[src/rtl/run_before_if.sv]
// Handshake bundle between the bitstream source, the run_before decoder and
// the coefficient reconstruction stage.
//   bit_valid/bit_data/bit_ready  : serial codeword bits, one per handshake
//   run_valid/run_ready           : decoded run handshake
//   run_before/coeff_idx/bits_used: decoded run payload
// master = stream source / run consumer side; slave = decoder side.
interface run_before_if;
  logic       bit_valid;
  logic       bit_data;
  logic       bit_ready;
  logic       run_valid;
  logic       run_ready;
  logic [3:0] run_before;
  logic [3:0] coeff_idx;
  logic [3:0] bits_used;

  modport master (
    output bit_valid, bit_data, run_ready,
    input  bit_ready, run_valid, run_before, coeff_idx, bits_used
  );

  modport slave (
    input  bit_valid, bit_data, run_ready,
    output bit_ready, run_valid, run_before, coeff_idx, bits_used
  );
endinterface

[src/rtl/run_before_decoder.sv]
// CAVLC run_before decoder. Takes codeword bits MSB-first and emits one
// run_before value per coefficient of the block, tracking zeros_left.
// Ports:
//   clk, rst         : clock, asynchronous active-high reset
//   start            : latch total_zeros/total_coeff (IDLE or ERR only)
//   total_zeros      : zeros before the last nonzero coefficient
//   total_coeff      : nonzero coefficients in the block
//   bus (slave)      : bit input handshake and run output handshake
//   done             : one-cycle pulse after the last run is accepted
//   error            : illegal stream, sticky until start or rst
//   busy             : high in any state except IDLE
module run_before_decoder #(
  parameter int unsigned MAX_CW_LEN = 11,
  parameter int unsigned COEFF_W    = 5
) (
  input  logic               clk,
  input  logic               rst,
  input  logic               start,
  input  logic [3:0]         total_zeros,
  input  logic [COEFF_W-1:0] total_coeff,
  run_before_if.slave        bus,
  output logic               done,
  output logic               error,
  output logic               busy
);

  localparam int unsigned CW_W  = MAX_CW_LEN;
  localparam int unsigned LEN_W = 4;

  typedef enum logic [2:0] {IDLE, FETCH, EMIT, DONE, ERR} state_t;

  state_t           state;
  logic [3:0]       zl;
  logic [3:0]       idx;
  logic [3:0]       tc_last;
  logic [CW_W-1:0]  cw;
  logic [LEN_W-1:0] len;
  logic             bit_ready_q;
  logic             run_valid_q;
  logic [3:0]       run_q;
  logic [3:0]       bits_used_q;

  logic [CW_W-1:0]  cw_nxt;
  logic [LEN_W-1:0] len_nxt;
  logic [2:0]       tbl;
  logic             hit;
  logic [3:0]       dec_run;
  logic [3:0]       zl_sub;

  assign bus.bit_ready  = bit_ready_q;
  assign bus.run_valid  = run_valid_q;
  assign bus.run_before = run_q;
  assign bus.coeff_idx  = idx;
  assign bus.bits_used  = bits_used_q;

  assign zl_sub = zl - run_q;

  // Codeword match on the codeword as it would look with the incoming bit.
  always_comb begin
    cw_nxt  = {cw[CW_W-2:0], bus.bit_data};
    len_nxt = len + LEN_W'(1);
    tbl     = (zl > 4'd6) ? 3'd7 : zl[2:0];
    hit     = 1'b0;
    dec_run = 4'd0;
    case (tbl)
      3'd1: if (len_nxt == 4'd1) begin
        hit = 1'b1; dec_run = cw_nxt[0] ? 4'd0 : 4'd1;
      end
      3'd2: if (len_nxt == 4'd1 && cw_nxt[0]) begin
        hit = 1'b1; dec_run = 4'd0;
      end else if (len_nxt == 4'd2) begin
        hit = 1'b1; dec_run = cw_nxt[0] ? 4'd1 : 4'd2;
      end
      3'd3: if (len_nxt == 4'd2) begin
        hit = 1'b1; dec_run = 4'd3 - {2'b00, cw_nxt[1:0]};
      end
      3'd4: if (len_nxt == 4'd2 && cw_nxt[1:0] != 2'b00) begin
        hit = 1'b1; dec_run = 4'd3 - {2'b00, cw_nxt[1:0]};
      end else if (len_nxt == 4'd3) begin
        hit = 1'b1; dec_run = 4'd4 - {3'b000, cw_nxt[0]};
      end
      3'd5: if (len_nxt == 4'd2 && cw_nxt[1]) begin
        hit = 1'b1; dec_run = 4'd3 - {2'b00, cw_nxt[1:0]};
      end else if (len_nxt == 4'd3) begin
        hit = 1'b1; dec_run = 4'd5 - {1'b0, cw_nxt[2:0]};
      end
      3'd6: if (len_nxt == 4'd2 && cw_nxt[1:0] == 2'b11) begin
        hit = 1'b1; dec_run = 4'd0;
      end else if (len_nxt == 4'd3) begin
        hit = 1'b1;
        case (cw_nxt[2:0])
          3'b000:  dec_run = 4'd1;
          3'b001:  dec_run = 4'd2;
          3'b011:  dec_run = 4'd3;
          3'b010:  dec_run = 4'd4;
          3'b101:  dec_run = 4'd5;
          3'b100:  dec_run = 4'd6;
          default: hit = 1'b0;
        endcase
      end
      3'd7: if (len_nxt == 4'd3 && cw_nxt[2:0] != 3'b000) begin
        hit = 1'b1; dec_run = 4'd7 - {1'b0, cw_nxt[2:0]};
      end else if (len_nxt >= 4'd4 && cw_nxt == CW_W'(1)) begin
        // leading-zero codes: 0001 -> 7, each extra zero adds one
        hit = 1'b1; dec_run = len_nxt + 4'd3;
      end
      default: ;
    endcase
  end

  // Control FSM with registered outputs.
  always_ff @(posedge clk or posedge rst) begin
    if (rst) begin
      state       <= IDLE;
      zl          <= '0;
      idx         <= '0;
      tc_last     <= '0;
      cw          <= '0;
      len         <= '0;
      bit_ready_q <= 1'b0;
      run_valid_q <= 1'b0;
      run_q       <= '0;
      bits_used_q <= '0;
      done        <= 1'b0;
      error       <= 1'b0;
      busy        <= 1'b0;
    end else begin
      case (state)
        IDLE, ERR: if (start) begin
          error   <= 1'b0;
          busy    <= 1'b1;
          zl      <= total_zeros;
          idx     <= '0;
          tc_last <= 4'(total_coeff - COEFF_W'(1));
          cw      <= '0;
          len     <= '0;
          if (total_zeros != 4'd0 && total_coeff > COEFF_W'(1)) begin
            state       <= FETCH;
            bit_ready_q <= 1'b1;
          end else begin
            // single coeff or no zeros: the only run is implied
            state       <= EMIT;
            run_valid_q <= 1'b1;
            run_q       <= total_zeros;
            bits_used_q <= '0;
          end
        end
        FETCH: if (bus.bit_valid) begin
          cw  <= cw_nxt;
          len <= len_nxt;
          if (hit) begin
            bit_ready_q <= 1'b0;
            if (dec_run > zl) begin
              state <= ERR;
              error <= 1'b1;
            end else begin
              state       <= EMIT;
              run_valid_q <= 1'b1;
              run_q       <= dec_run;
              bits_used_q <= len_nxt;
            end
          end else if (len_nxt == LEN_W'(MAX_CW_LEN)) begin
            state       <= ERR;
            error       <= 1'b1;
            bit_ready_q <= 1'b0;
          end
        end
        EMIT: if (bus.run_ready) begin
          zl  <= zl_sub;
          cw  <= '0;
          len <= '0;
          if (idx == tc_last) begin
            state       <= DONE;
            run_valid_q <= 1'b0;
            done        <= 1'b1;
          end else begin
            idx <= idx + 4'd1;
            if (zl_sub == 4'd0 || (idx + 4'd1) == tc_last) begin
              // implied run: last coeff takes all remaining zeros, else 0
              run_q       <= zl_sub;
              bits_used_q <= '0;
            end else begin
              state       <= FETCH;
              run_valid_q <= 1'b0;
              bit_ready_q <= 1'b1;
            end
          end
        end
        DONE: begin
          done  <= 1'b0;
          busy  <= 1'b0;
          state <= IDLE;
        end
        default: state <= IDLE;
      endcase
    end
  end

endmodule

[src/flat_wrapper.sv]
// flat-port wrapper written by rule: the top's interface ports become plain ports
module run_before_decoder_flat 
#(
  parameter int unsigned MAX_CW_LEN = 11,
  parameter int unsigned COEFF_W    = 5
)
  (clk, rst, start, total_zeros, total_coeff, done, error, busy, bus_bit_valid, bus_bit_data, bus_run_ready, bus_bit_ready, bus_run_valid, bus_run_before, bus_coeff_idx, bus_bits_used);
  run_before_if bus_i ();
  input  logic clk;
  input  logic rst;
  input  logic start;
  input  logic [3:0] total_zeros;
  input  logic [COEFF_W-1:0] total_coeff;
  output logic done;
  output logic error;
  output logic busy;
  input wire logic [$bits(bus_i.bit_valid)-1:0] bus_bit_valid;
  input wire logic [$bits(bus_i.bit_data)-1:0] bus_bit_data;
  input wire logic [$bits(bus_i.run_ready)-1:0] bus_run_ready;
  output wire logic [$bits(bus_i.bit_ready)-1:0] bus_bit_ready;
  output wire logic [$bits(bus_i.run_valid)-1:0] bus_run_valid;
  output wire logic [$bits(bus_i.run_before)-1:0] bus_run_before;
  output wire logic [$bits(bus_i.coeff_idx)-1:0] bus_coeff_idx;
  output wire logic [$bits(bus_i.bits_used)-1:0] bus_bits_used;
  assign bus_i.bit_valid = bus_bit_valid;
  assign bus_i.bit_data = bus_bit_data;
  assign bus_i.run_ready = bus_run_ready;
  assign bus_bit_ready = bus_i.bit_ready;
  assign bus_run_valid = bus_i.run_valid;
  assign bus_run_before = bus_i.run_before;
  assign bus_coeff_idx = bus_i.coeff_idx;
  assign bus_bits_used = bus_i.bits_used;
  run_before_decoder #(.MAX_CW_LEN(MAX_CW_LEN), .COEFF_W(COEFF_W)) u_core (.clk(clk), .rst(rst), .start(start), .total_zeros(total_zeros), .total_coeff(total_coeff), .bus(bus_i), .done(done), .error(error), .busy(busy));
endmodule
[config.mk]
export PLATFORM = sky130hd
export DESIGN_NAME = run_before_decoder_flat
export DESIGN_NICKNAME = d
export VERILOG_FILES = /design/src/rtl/run_before_if.sv /design/src/rtl/run_before_decoder.sv /design/src/flat_wrapper.sv
export SDC_FILE = /design/constraint.sdc
export NUM_CORES = 1
export LEC_CHECK = 0
export CORE_UTILIZATION = 52
export CTS_BUF_LIST = sky130_fd_sc_hd__clkbuf_16
export DETAILED_ROUTE_END_ITERATION = 16
export GPL_TIMING_DRIVEN = 1
export MAX_ROUTING_LAYER = met4
export PLACE_DENSITY = 0.77
export SETUP_SLACK_MARGIN = 0.05
export SYNTH_ARGS = -nofsm -noshare
export SYNTH_HDL_FRONTEND = slang
export SYNTH_SLANG_ARGS = --single-unit
[constraint.sdc]
create_clock -name clk -period 3.4 [get_ports clk]
set_clock_uncertainty 0.1 [all_clocks]
set_input_delay 0.68 -clock clk [delete_from_list [all_inputs] [get_ports clk]]
set_output_delay 0.68 -clock clk [all_outputs]
set_load 0.02 [all_outputs]
==> flow_metrics.py, run 1 <==
metrics = {
    "logic_synthesis": {
        "synth_ff_type": "dfrtp_1",
        "synth.ff_latch_count": 42,
        "postSynthCellCount": 364,
        "synth_top_area_frac": 0.3376,
        "synth_edf_count": 0,
        "synth_top_cell_by_area": "dfrtp_1",
        "syn_area_sq_um": 3113,
        "syn_avg_cell_area_sq_um": 8.552,
        "async_flop_share": 1.000,
        "yosys_warnings": 0,
        "yosysSeqAreaShare": 0.3376,
        "ys_types": 65,
        "synth_area_leaders": "dfrtp_1, ha_1, nand2_1",
        "synth_nets": 397,
    },
    "drt": {
        "dr.pass1.iters": 5,
        "wirelength_microns": 9187,
        "vias_per_cell": 6.105,
        "wire_per_inst_microns": 18.12,
        "ant_nets": 0,
        "num_vias": 3095,
        "drt_iter0_markers": 249,
        "drc_errors": 0,
    },
    "floorplan": {
        "core_sq_um": 5642,
        "boundaryPins": 32,
        "rows": 27,
        "start_util": 0.5518,
        "die_area_sq_um": 6300,
        "die_height_microns": 79.37,
        "die_x_microns": 79.37,
    },
    "job": {
        "drv_cap": 0,
    },
    "timing": {
        "finalMaxSlewViolations": 0,
        "fmax_mhz": 282.0,
        "setup_ws_ps": -146.5,
        "rsz0062_at_grt": "yes",
        "period_minus_slack_ps": 3547,
        "finalSetupViolations": 8,
        "finalHoldViolCount": 0,
        "maxSlewHeadroom": 0.4294,
        "fin_crit_sh": 1.043,
        "fin_tns_setup_ps": -838.8,
        "worst_pin_slew_ps": 850.6,
        "hold_slack_ps": 406.0,
    },
    "critical_path": {
        "crit_fanout": 6,
        "crit_buf_inv": 1,
        "endpoint_kind": "flip-flop",
        "cp.required_ps": 3470,
        "cpPeakStageDelay_ps": 470,
        "cp.arrival_ps": 3620,
        "slowest_stage": "dfrtp_2",
        "reg2reg_from": "u_core.len[0]$_DFFE_PP0P_",
        "crit_type": "reg -> reg",
        "start_kind": "flip-flop",
        "crit_family": "compound AO/OA/AOI/OAI gates",
        "startpoint": "u_core.len[0]$_DFFE_PP0P_",
        "crit_chain": "ha_4 > and2_4 > a211o_1 > and2_4 > and3_4 > o32a_1 > ha_1 > nand2_2 > o21ai_4 > o21ai_4 > a221oi_4 > buf_6 > mux2_4",
    },
    "clock_network": {
        "clock-sinks": 42,
        "cts_tree": "done",
        "cts-buffers-inserted": 5,
        "htree_levels": 2,
        "insertion_delay_ps": 290,
        "cts_buffer_depth": 2,
        "postCtsHoldBufs": 0,
        "clock-root-buffer": "clkbuf_16",
        "clkTransAtPathRegs_ps": 70,
    },
    "worst_hold_path": {
        "min-delay-start": "u_core.cw[9]$_DFFE_PP0P_",
        "min_path_type": "reg -> reg",
    },
    "global_route": {
        "grt-ovfl-total": 0,
        "grt_pass1_vias": 3066,
        "grt_pass1_wl_microns": 14720,
        "antenna_found_initial": 0,
        "grt_usage": 0.3166,
        "grt_max_degree": 28,
    },
    "run_status": {
        "failed_checks": "setup timing",
        "status": "finished, violations left",
    },
    "final_layout": {
        "finish.utilization": 0.7421,
        "diodes": 0,
        "fin_area_sq_um": 4187,
        "area_delta_synth_final_pct": 34.49,
        "final_layout_size_suffix_gt1_frac": 0.2598,
        "fin_cells": 507,
        "final_common_cell": "nand2_1",
        "final_cell_mix": "nand2_1, buf_4, dfrtp_1, clkdlybuf4s50_1, a21oi_1",
        "final_nets": 467,
    },
    "placed_design": {
        "place.gp.congestion": 0.9643,
        "io_buffers": 31,
        "dp_hpwl_microns": 5978,
        "dp.cells": 479,
        "place_area_sq_um": 3711,
    },
    "power_and_ir_drop": {
        "ir_drop_uv": 472.2,
        "leakagePower_uw": 0.001805,
        "cellPowerDensity_nw_per_um2": 839.1,
    },
}
## repair_timing
action	in CTS	in global routing
setup endpoints to repair	8	12
buffers inserted	18	2
pin swaps	9	9
endpoints found under the hold margin	0	0
resized for setup	27	12
## cells by family (layout without fill, tap and decap cells)
family | Yosys count | count (layout) | share of synthesized area
buffers and inverters | 38 | 109 | 0.05225
xor gates and xnor gates | 16 | 16 | 0.04743
adders and majority gates | 19 | 19 | 0.07797
DFF | 42 | 42 | 0.3376
and+or+nand+nor | 131 | 131 | 0.2074
muxes | 17 | 17 | 0.05788
AOI/OAI and AO/OA | 101 | 101 | 0.2195
## state kept, by name (all words and copies together) (netlist names)
signal	flops
u_core.cw	10
u_core.bus.bits_used	4
u_core.bus.coeff_idx	4
u_core.bus.run_before	4
u_core.len	4
u_core.tc_last	4
u_core.zl	4
u_core.state	3
u_core.bus.bit_ready	1
u_core.bus.run_valid	1
u_core.busy	1
u_core.done	1
u_core.error	1
## power by group
group / internal, uW / switching, uW
Combinational: 988 / 1160
Sequential: 653 / 220
Clock: 275 / 218
## tightest hold or removal path: stages, from the launching register on
cell     delay [ps]
dfrtp_1         360
nand2_1          50
o21ai_0          60
## per-stage QoR
stage	power (uW)	worst slack, ps
4_1_cts	3381	10.14
6_report	3513	-146.5
2_1_floorplan	2110	-45.28
3_3_place_gp	2644	-345.2
5_1_grt	3706	-217.9
3_5_place_dp	2697	-501.9
## cell type report
class | instances | area [sq um]
Multi-Input combinational cell | 284 | 2108
Fill cell | 378 | 1455
Sequential cell | 42 | 1054
Timing Repair Buffer | 84 | 721.9
Clock buffer | 5 | 125.1
Tap cell | 72 | 90.09
Inverter | 17 | 63.81
Clock inverter | 3 | 23.77
## layer usage
metal  wire length [microns]  track usage  share of wire  vias to the layer above
li1                        -            -              -                     1442
met1                    3657       0.3415           0.40                     1471
met2                    4684       0.5638           0.51                      140
met3                     446      0.04800          0.049                       42
met4                     399       0.1600          0.043                        0
met5                       0            -              0                        -
## path summary, 6_finish.rpt
check	cells past startpoint	endpoint	slack (ps)
worst min register to register	2	u_core.cw[9]$_DFFE_PP0P_	410
worst max-delay path	13	u_core.bus.bits_used[2]$_DFFE_PP0P_	-150
min in group asynchronous	2	u_core.bus.run_before[2]$_DFFE_PP0P_	660
max in group asynchronous	3	u_core.len[1]$_DFFE_PP0P_	1810
worst max register to register	13	u_core.bus.bits_used[2]$_DFFE_PP0P_	-150
worst min-delay path	2	u_core.cw[9]$_DFFE_PP0P_	410
## cells in the mapped netlist (all sizes together), types with 3 or more instances
cell,number
a21o,4
ha,17
clkbuf,10
nand2,56
o22ai,4
nand2b,5
nor3,8
o21ai,29
and2,3
mux2,8
o31ai,4
nor2,21
xor2,4
a31oi,3
nor4,3
buf,11
o21bai,3
nand3,11
a21oi,30
nand4,5
mux2i,9
xnor2,12
inv,17
nor3b,3
dfrtp,42
Power figures use the tool's default switching activity.
==> run 2: changes to the inputs <==
--- a/config.mk
+++ b/config.mk
@@ -5,12 +5,13 @@
 export SDC_FILE = /design/constraint.sdc
 export NUM_CORES = 1
 export LEC_CHECK = 0
-export CORE_UTILIZATION = 52
+export CORE_UTILIZATION = 57
 export CTS_BUF_LIST = sky130_fd_sc_hd__clkbuf_16
 export DETAILED_ROUTE_END_ITERATION = 16
+export DONT_BUFFER_PORTS = 1
 export GPL_TIMING_DRIVEN = 1
 export MAX_ROUTING_LAYER = met4
-export PLACE_DENSITY = 0.77
+export PLACE_DENSITY = 0.75
 export SETUP_SLACK_MARGIN = 0.05
 export SYNTH_ARGS = -nofsm -noshare
 export SYNTH_HDL_FRONTEND = slang
==> flow_metrics.py, run 2 (synthesis gave the netlist of run 1 again) <==
metrics = {
    "drt": {
        "drc_errors": 0,
        "dr.pass1.iters": 4,
        "vias_per_cell": 6.213,
        "wire_per_inst_microns": 17.78,
        "num_vias": 2858,
        "drt_iter0_markers": 262,
        "wirelength_microns": 8179,
        "ant_nets": 0,
    },
    "floorplan": {
        "boundaryPins": 32,
        "core_sq_um": 5172,
        "die_height_microns": 75.90,
        "die_area_sq_um": 5761,
        "start_util": 0.6018,
        "die_x_microns": 75.90,
        "rows": 26,
    },
    "run_status": {
        "failed_checks": "setup timing",
        "status": "finished, violations left",
    },
    "final_layout": {
        "fin_cells": 460,
        "final_common_cell": "nand2_1",
        "final_layout_size_suffix_gt1_frac": 0.2231,
        "regMostFlops": "u_core.cw",
        "final_cell_mix": "nand2_1, dfrtp_1, buf_4, a21oi_1, o21ai_0",
        "diodes": 0,
        "area_delta_synth_final_pct": 18.05,
        "final_nets": 422,
        "largest_reg_flops": 10,
    },
    "timing": {
        "finalSetupViolations": 5,
        "period_minus_slack_ps": 3454,
        "worst_pin_slew_ps": 555.7,
        "finalMaxSlewViolations": 0,
        "rsz0062_at_grt": "yes",
        "finalHoldViolCount": 0,
        "fin_crit_sh": 1.016,
        "fmax_mhz": 289.5,
        "maxSlewHeadroom": 0.6295,
        "setup_ws_ps": -53.70,
    },
    "critical_path": {
        "crit_fanout": 4,
        "r2r_slack_ps": -50,
        "start_kind": "flip-flop",
        "cp.required_ps": 3460,
        "timing.rr.end": "u_core.bus.bits_used[0]$_DFFE_PP0P_",
        "reg2reg_depth": 13,
        "endpoint_kind": "flip-flop",
        "crit_type": "reg -> reg",
        "cp.arrival_ps": 3520,
        "reg2reg_from": "u_core.len[0]$_DFFE_PP0P_",
    },
    "power_and_ir_drop": {
        "cellPowerDensity_nw_per_um2": 861.0,
        "finalPower_uw": 3164,
        "ir_drop_uv": 531.9,
        "leakagePower_uw": 0.001613,
    },
    "global_route": {
        "grt_max_degree": 34,
        "grt_pass1_vias": 2900,
        "antenna_found_initial": 0,
        "grt-ovfl-total": 0,
        "grt_pass1_wl_microns": 13450,
        "grt_usage": 0.2984,
    },
    "placed_design": {
        "io_buffers": 0,
        "place.gp.congestion": 0.9395,
        "dp_slack_ps": -66.86,
        "dp_hpwl_microns": 5687,
        "dp.cells": 436,
    },
    "clock_network": {
        "cts_tree": "done",
        "cts-buffers-inserted": 5,
        "cts_buffer_depth": 2,
        "postCtsHoldBufs": 0,
        "htree_levels": 2,
        "clock-sinks": 42,
        "clkTransAtPathRegs_ps": 60,
        "clock-root-buffer": "clkbuf_16",
        "insertion_delay_ps": 280,
    },
    "worst_hold_path": {
        "min_path_type": "in -> async",
    },
    "job": {
        "drv_cap": 0,
    },
}
-- run 2: changes by cell type in the layout (fill, tap and decap cells not counted), sizes merged --
| cell | previous run | this run |
|---|---|---|
| buf | 53 | 39 |
| clkdlybuf4s50 | 30 | 0 |
| clkinv | 1 | 2 |
| clkinvlp | 2 | 0 |
| dlygate4sd2 | 1 | 0 |
| inv | 17 | 18 |
-- run 2: timing repair --
action | in CTS | in global routing
pin swaps | 11 | 10
buffers inserted | 14 | 2
gates resized for setup | 8 | 13
endpoints found under the setup margin | 5 | 10
-- run 2: final cells by class --
class	count	area [sq um]
Clock inverter	3	16.27
Multi-Input combinational cell	284	2012
Sequential cell	42	1054
Inverter	17	63.81
Clock buffer	5	125.1
Fill cell	394	1498
Tap cell	70	87.58
Timing Repair Buffer	39	316.6
-- run 2: per-layer routing --
layer	track usage	vias up	part of all wire
li1	-	1348	-
met1	0.3562	1349	0.42
met2	0.5000	131	0.48
met3	0.06024	30	0.069
met4	0.1096	0	0.030
met5	-	-	0
-- run 2: critical path: stages (launching register included) --
cell and delay [ps]:
dfrtp_2 450, ha_4 180, and2_4 150, a211o_1 340, and2_4 180, and3_4 140
o32a_1 390, ha_4 290, nand2_2 50, o21ai_2 160, o21ai_2 100, a221oi_4 340
buf_6 170, mux2_4 300
-- run 2: power by group --
part | internal [uW] | leakage, uW | switching, uW
clock | 269 | 0.0000730 | 191
combinational | 790 | 0.000999 | 945
sequential | 652 | 0.000540 | 315
total | 1710 | 0.00161 | 1450
-- run 2: how the worst max path moves through the flow --
stage	startpoint	end	slack, ps
finish	u_core.len[0]$_DFFE_PP0P_	u_core.bus.bits_used[0]$_DFFE_PP0P_	-50
global route	u_core.len[1]$_DFFE_PP0P_	u_core.bus.bits_used[3]$_DFFE_PP0P_	-150
CTS	u_core.len[0]$_DFFE_PP0P_	u_core.bus.bits_used[3]$_DFFE_PP0P_	30
detailed placement	u_core.len[0]$_DFFE_PP0P_	u_core.bus.bits_used[3]$_DFFE_PP0P_	-70
global placement	u_core.len[0]$_DFFE_PP0P_	u_core.bus.run_before[0]$_DFFE_PP0P_	20
floorplan	u_core.len[1]$_DFFE_PP0P_	u_core.bus.bits_used[0]$_DFFE_PP0P_	-50
-- run 2: stage by stage --
step                      area, sq um  hold WS (ps)  TNS, ps  utilization
after floorplan                  3173         351.2   -226.4            -
after global placement           3323         378.6        0       0.6425
after detailed placement         3323         382.7   -298.3       0.6425
after CTS                        3612         112.8        0       0.6984
after global routing             3675         124.2    -1078       0.7105
final                            3675         104.8   -237.9       0.7105
==> variant 1: new RTL, settings of run 2 <==
Re-encode `state_t` (5 states) as Gray code, 3 bits wide.
--- a/src/rtl/run_before_decoder.sv
+++ b/src/rtl/run_before_decoder.sv
@@ -28,5 +28,5 @@
   localparam int unsigned LEN_W = 4;
 
-  typedef enum logic [2:0] {IDLE, FETCH, EMIT, DONE, ERR} state_t;
+  typedef enum logic [2:0] {IDLE = 3'b000, FETCH = 3'b001, EMIT = 3'b011, DONE = 3'b010, ERR = 3'b110} state_t;
 
   state_t           state;
Check against the original RTL: same outputs for any inputs over 4 cycles, from zero or initial values and one cycle with rst high; so few cycles prove little.
==> variant 1 against run 2 <==
Global-route usage up 0.62 points. Power up 7.6%. Sequential cell count unchanged. Critical path depth up 2. Via count up 6.9%. Synthesized cell count up 7.7%. Synthesized area up 3.4%. Cell count up 5.0%. Worst setup slack better by 190 ps. Final area up 2.6%. Sequential share of layout area down 0.71 points. Wire length up 2.0%.
==> variant 1: results (changes against run 2) <==
| Metric | Value |
|---|---|
| Outcome | `finished, final reports clean` |
| DRT antenna net count | `0 (unchanged)` |
| Number of global-route vias before repair | `2,872 (-0.97%)` |
| Register name with the most flops | `u_core.cw` |
| Reg2Reg Depth | `15 (+2)` |
| Crit-path max cell delay | `450 ps (about the same)` |
| H-tree depth | `2 (unchanged)` |
| CTS buffer count | `5 (unchanged)` |
| Share of layout cells above drive strength 1 | `18.2% (-4.1 points)` |
| Critical path capture point | `u_core.bus.bits_used[2]` |
| Final WL | `8340 microns (+2.0%)` |
| Launching point of the worst reg2reg path | `u_core.len[0]` |
| Cell family with most CP delay | `compound AO/OA/AOI/OAI gates` |
| IO Port Bufs | `0 (unchanged)` |
| Post-DR vias/cell | `6.32 (+1.8%)` |
| Placer Congestion | `0.939 (about the same)` |
| Worst VDD drop | `654 uV (+23%)` |
| LEAKAGE | `1.61 nW (-0.30%)` |
| Ant. Diodes | `0 (unchanged)` |
| Fillers | `434 (+10%)` |
| Most frequent cells after synthesis | `nand2_1, dfrtp_1, o21ai_0, a21oi_1, inv_1` |
| Critical-path maximum fanout | `8 (+4)` |
| Initial DRC Count | `304 (+16%)` |
| Clock transition at path regs | `60 ps (about the same)` |
| CTS max path bufs | `2 (unchanged)` |
| Tot GR Track Use | `30.5% (+0.62 points)` |
| Final net count | `445 (+5.5%)` |
| Most frequent cell after synthesis | `nand2_1` |
| Max reg flops | `10 (unchanged)` |
| Largest net degree at the start of global routing | `26 (-24%)` |
| Yosys cell types | `62 (-4.6%)` |
| Reg2Reg Setup Slack | `130 ps (+190 ps)` |
| Net Count, Synth | `425 (+7.1%)` |
| Ys flop type | `dfrtp_1` |
| First-pass DRT Iterations | `7 (+3)` |
| CTS Root Cell | `clkbuf_16` |
| Slew @ Worst Pin | `722 ps (+166 ps)` |
| First-pass GRT wire length | `14,100 microns (+4.5%)` |
| Initial antenna violation count | `0 (unchanged)` |
| Ys async rst share | `100% (unchanged)` |
| Min-delay worst type | `in -> async` |
| Worst setup path class | `reg -> reg` |
| Slowest CP cell | `dfrtp_2` |
| Worst-Skew Late Latency | `290 ps` |
| DP HPWL | `6170 microns (+8.5%)` |
| Ys Warns | `0 (unchanged)` |
| Sequential area share after synthesis | `32.6% (-1.1 points)` |
| Dpl cell area | `3490 sq um (+5.0%)` |
| Largest cells by area after synthesis | `dfrtp_1, nand2_1, ha_1` |
[variant 1: changes by cell type after synthesis, sizes merged, moves of 4 or more]
cell	run 2	this run
xor2	4	9
inv	17	21
o2111ai	0	4
nand2	56	62
and2	3	7
mux2i	9	3
nor2b	2	6
o31ai	4	9
a21oi	30	24
[variant 1: cells by family after synthesis]
group           after synthesis  share of synthesized area, %
fa+ha+maj                    18                          7.23
buf+inv                      44                          5.75
xor+xnor                     18                          4.90
compound gates              112                          23.7
mux                           9                          3.03
simple gates                149                          22.7
flops                        42                          32.6
[variant 1: layout make-up]
cell class                      count  area [sq um]  share of cell area [%]
Clock buffer                        5           125                    3.32
Clock inverter                      3          48.8                    1.29
Inverter                           21          78.8                    2.09
Tap cell                           70          87.6                    2.32
Multi-Input combinational cell    306          2090                    55.4
Sequential cell                    42          1050                    28.0
Timing Repair Buffer               36           287                    7.60
[variant 1: repair_timing]
item                                    in CTS  in global routing
cloned                                       0                  0
pin swaps                                    0                  4
endpoints found under the hold margin        0                  0
setup buffers                                0                  3
endpoints found under the setup margin       6                 12
gates resized for setup                      2                 19
[variant 1: layer usage]
metal,share of wire [%],up-vias,global-route usage [%],wire length [microns]
met5,0,-,-,0
met2,45,126,44.8,3730
met4,1.2,0,6.42,104
li1,-,1456,-,-
met3,7.2,16,5.24,598
met1,47,1456,43.9,3920
[variant 1: worst min path at each step]
stage / from / end / slack [ps] / cells past startpoint
3_3_place_gp: u_core.tc_last[2] / u_core.tc_last[2] / 390 / 2
3_5_place_dp: u_core.cw[3] / u_core.cw[3] / 400 / 2
5_1_grt: rst / u_core.busy / 250 / 1
6_report: rst / u_core.busy / 200 / 1
4_1_cts: rst / u_core.busy / 220 / 1
2_1_floorplan: u_core.tc_last[2] / u_core.tc_last[2] / 370 / 2
[variant 1: power breakdown]
group          total, mW  switching [mW]  internal, mW  leakage [nW]
clock              0.564           0.212         0.352        0.0819
combinational       1.91            1.12         0.794         0.984
sequential         0.932           0.276         0.656         0.542
[variant 1: through the flow]
| stage | TNS [ps] | hold WS [ps] | setup slack [ps] | instances | power (mW) |
|---|---|---|---|---|---|
| floorplan | -580 | 369 | -96.7 | 392 | 2.20 |
| global placement | -652 | 387 | -102 | 472 | 2.69 |
| detailed placement | -1230 | 398 | -169 | 472 | 2.73 |
| CTS | 0 | 221 | 84.8 | 480 | 3.31 |
| global route | 0 | 254 | 43.9 | 483 | 3.66 |
| finish | 0 | 203 | 131 | 483 | 3.41 |
==> variant 2: new RTL, settings of run 2 <==
Without the edit above. `COEFF_W` is set to 5 in 2 places; all go to 6.
--- a/src/rtl/run_before_decoder.sv
+++ b/src/rtl/run_before_decoder.sv
@@ -12,5 +12,5 @@
 module run_before_decoder #(
   parameter int unsigned MAX_CW_LEN = 11,
-  parameter int unsigned COEFF_W    = 5
+  parameter int unsigned COEFF_W    = 6
 ) (
   input  logic               clk,
--- a/src/flat_wrapper.sv
+++ b/src/flat_wrapper.sv
@@ -3,5 +3,5 @@
 #(
   parameter int unsigned MAX_CW_LEN = 11,
-  parameter int unsigned COEFF_W    = 5
+  parameter int unsigned COEFF_W    = 6
 )
   (clk, rst, start, total_zeros, total_coeff, done, error, busy, bus_bit_valid, bus_bit_data, bus_run_ready, bus_bit_ready, bus_run_valid, bus_run_before, bus_coeff_idx, bus_bits_used);
Ports: changed (resized total_coeff); port bits go from 32 to 33. No check against the original RTL was run, so the function may have changed too.
==> variant 2 against run 2 <==
The run still ends with negative setup slack left. Cell count is 1.3% higher. Worst setup slack better by 28 ps. Wire length is 1.4% lower. Sequential share of layout area is 0.33 points lower. Final area is 1.2% higher. Sequential cell count stayed put. Power is 16% higher. Core utilization is 1.7 points higher. Critical path depth is 2 higher. Synthesized area is 3.1% lower. Largest cell class unchanged.
==> variant 2: results (changes against run 2) <==
| Metric | Value |
|---|---|
| Outcome | `finished with violations` |
| Violated checks | `negative setup slack` |
| Reg2Reg Depth | `15 (+2)` |
| Max-cap check violation count | `0 (unchanged)` |
| Fillers | `379 (-3.8%)` |
| Dpl cell area | `3300 sq um (-0.64%)` |
| Clock transition at path regs | `70 ps` |
| Ys Warns | `0 (unchanged)` |
| DP HPWL | `5720 microns (+0.52%)` |
| Placer Congestion | `0.920 (-2.1%)` |
| Max reg flops | `10 (unchanged)` |
| Critical-path maximum fanout | `7 (+3)` |
| Initial DRC Count | `187 (-29%)` |
| Final setup fails | `6 (+1)` |
| Final net count | `429 (+1.7%)` |
| Yosys cell types | `61 (-6.2%)` |
| Sequential area share after synthesis | `34.8% (+1.1 points)` |
| Sw power | `1.69 mW (+16%)` |
| Crit path DAT | `3490 ps (-30 ps)` |
| Hold Path Sink | `u_core.cw[9]` |
| Non-filler cells, final | `466 (+1.3%)` |
| Hold Crit Depth | `2` |
| Slowest CP cell | `dfrtp_2` |
| Ys async rst share | `100% (unchanged)` |
| CTS max path bufs | `2 (unchanged)` |
| Inst Count DP | `444 (+1.8%)` |
| Crit-path max cell delay | `470 ps (+20 ps)` |
| Final worst setup slack | `-26.0 ps (+27.7 ps)` |
| Post-DR vias/cell | `6.17 (-0.73%)` |
| First-pass GRT wire length | `12,700 microns (-5.4%)` |
| Ys flop type | `dfrtp_1` |
| Final WL | `8060 microns (-1.4%)` |
| Syn Inst Count | `356 (-2.2%)` |
| Share of layout cells above drive strength 1 | `24.7% (+2.4 points)` |
| Register name with the most flops | `u_core.cw` |
| Cell family with most CP delay | `compound AO/OA/AOI/OAI gates` |
| Final Max Slew Viols | `0 (unchanged)` |
| Worst hold start | `u_core.cw[9]` |
| Worst VDD drop | `671 uV (+26%)` |
| CTS Root Cell | `clkbuf_16` |
| Worst-Skew Late Latency | `290 ps` |
| Tot GR Track Use | `31.4% (+1.6 points)` |
| Largest net degree at the start of global routing | `32 (-5.9%)` |
| Largest cells by area after synthesis | `dfrtp_1, ha_1, nand2_1` |
| Number of global-route vias before repair | `2,785 (-4.0%)` |
| CTS buffer count | `5 (unchanged)` |
| Min-delay worst type | `reg -> reg` |
| Launching point of the worst reg2reg path | `u_core.len[0]` |
| First-pass DRT Iterations | `5 (+1)` |
| Post-CTS Setup Inserts | `11 (-3)` |
| Post_cts resized | `25 (+17)` |
| H-tree depth | `2 (unchanged)` |
| Net Count, Synth | `390 (-1.8%)` |
| Initial antenna violation count | `0 (unchanged)` |
| IO Port Bufs | `0 (unchanged)` |
| Most frequent cells after synthesis | `nand2_1, dfrtp_1, o21ai_0, a21oi_1, inv_1` |
| LEAKAGE | `1.62 nW (+0.46%)` |
| Slew @ Worst Pin | `1180 ps (+624 ps)` |
| Worst R2R End | `u_core.bus.bits_used[0]` |
| Multi-input gate area | `1970 sq um (-2.0%)` |
variant 2: cell types whose count changed after synthesis, sizes merged, moves of 5 or more:
| cell | before | now |
|---|---|---|
| nand2 | 56 | 48 |
| inv | 17 | 22 |
| mux2i | 9 | 4 |
| buf | 11 | 3 |
| a21oi | 30 | 23 |
| and3 | 2 | 7 |
| nand2b | 5 | 10 |
variant 2: per-layer routing:
layer	GRT usage [%]	vias up	routed length (microns)
li1	-	1367	-
met1	37.1	1384	3300
met2	53.5	106	4070
met3	6.29	17	535
met4	10.9	0	157
met5	-	-	0
variant 2: final cells by class:
type	instances	share of cell area, %
Tap cell	70	2.36
Sequential cell	42	28.3
Clock buffer	5	3.37
Multi-Input combinational cell	276	53.0
Clock inverter	3	0.572
Timing Repair Buffer	48	10.1
Inverter	22	2.22
variant 2: how the worst max path moves through the flow:
stage / cells past startpoint / slack [ps] / endpoint / start
after global routing: 15 / -160 / u_core.bus.bits_used[3] / u_core.len[0]
after global placement: 15 / 20 / u_core.bus.bits_used[0] / u_core.len[0]
final: 15 / -30 / u_core.bus.bits_used[0] / u_core.len[0]
after detailed placement: 15 / -130 / u_core.bus.bits_used[0] / u_core.len[0]
after floorplan: 13 / 100 / u_core.bus.bits_used[0] / u_core.len[0]
after CTS: 15 / -40 / u_core.bus.bits_used[0] / u_core.len[0]
variant 2: cell families (layout without fill, tap and decap cells):
logic type / count (synthesis) / in the layout / share of synthesized area [%]
DFF: 42 / 42 / 34.8
AOI/OAI and AO/OA: 108 / 108 / 24.3
xor gates and xnor gates: 14 / 14 / 4.06
buffers and inverters: 38 / 78 / 4.85
adders and majority gates: 18 / 18 / 7.71
and+or+nand+nor: 123 / 123 / 19.6
muxes: 13 / 13 / 4.69
variant 2: stage by stage:
stage,hold WS [ps],TNS (ps),worst slack (ps),power (mW)
6_report,390,-83.6,-26.0,3.66
5_1_grt,431,-1230,-165,3.91
4_1_cts,391,-124,-37.1,3.50
3_5_place_dp,377,-724,-134,2.82
3_3_place_gp,376,0,21.2,2.77
2_1_floorplan,351,0,99.4,2.21
variant 2: power groups by stage:
| stage | sequential (mW) | clock [mW] | combinational [mW] |
|---|---|---|---|
| floorplan | 0.887 | 0 | 1.32 |
| global placement | 0.948 | 0 | 1.82 |
| detailed placement | 0.956 | 0 | 1.86 |
| CTS | 0.956 | 0.475 | 2.07 |
| global route | 0.990 | 0.493 | 2.43 |
| finish | 0.965 | 0.470 | 2.23 |
variant 2: worst reg2reg max path: cells and delay by family, from the launching register on:
family / cells / cell delay [ps]
multiplexers: 1 / 300
adder cells (fa/ha/maj): 2 / 480
AO/OA/AOI/OAI: 9 / 1510
flip-flops: 1 / 470
buffers and inverters: 2 / 200
AND/OR/NAND/NOR: 1 / 240
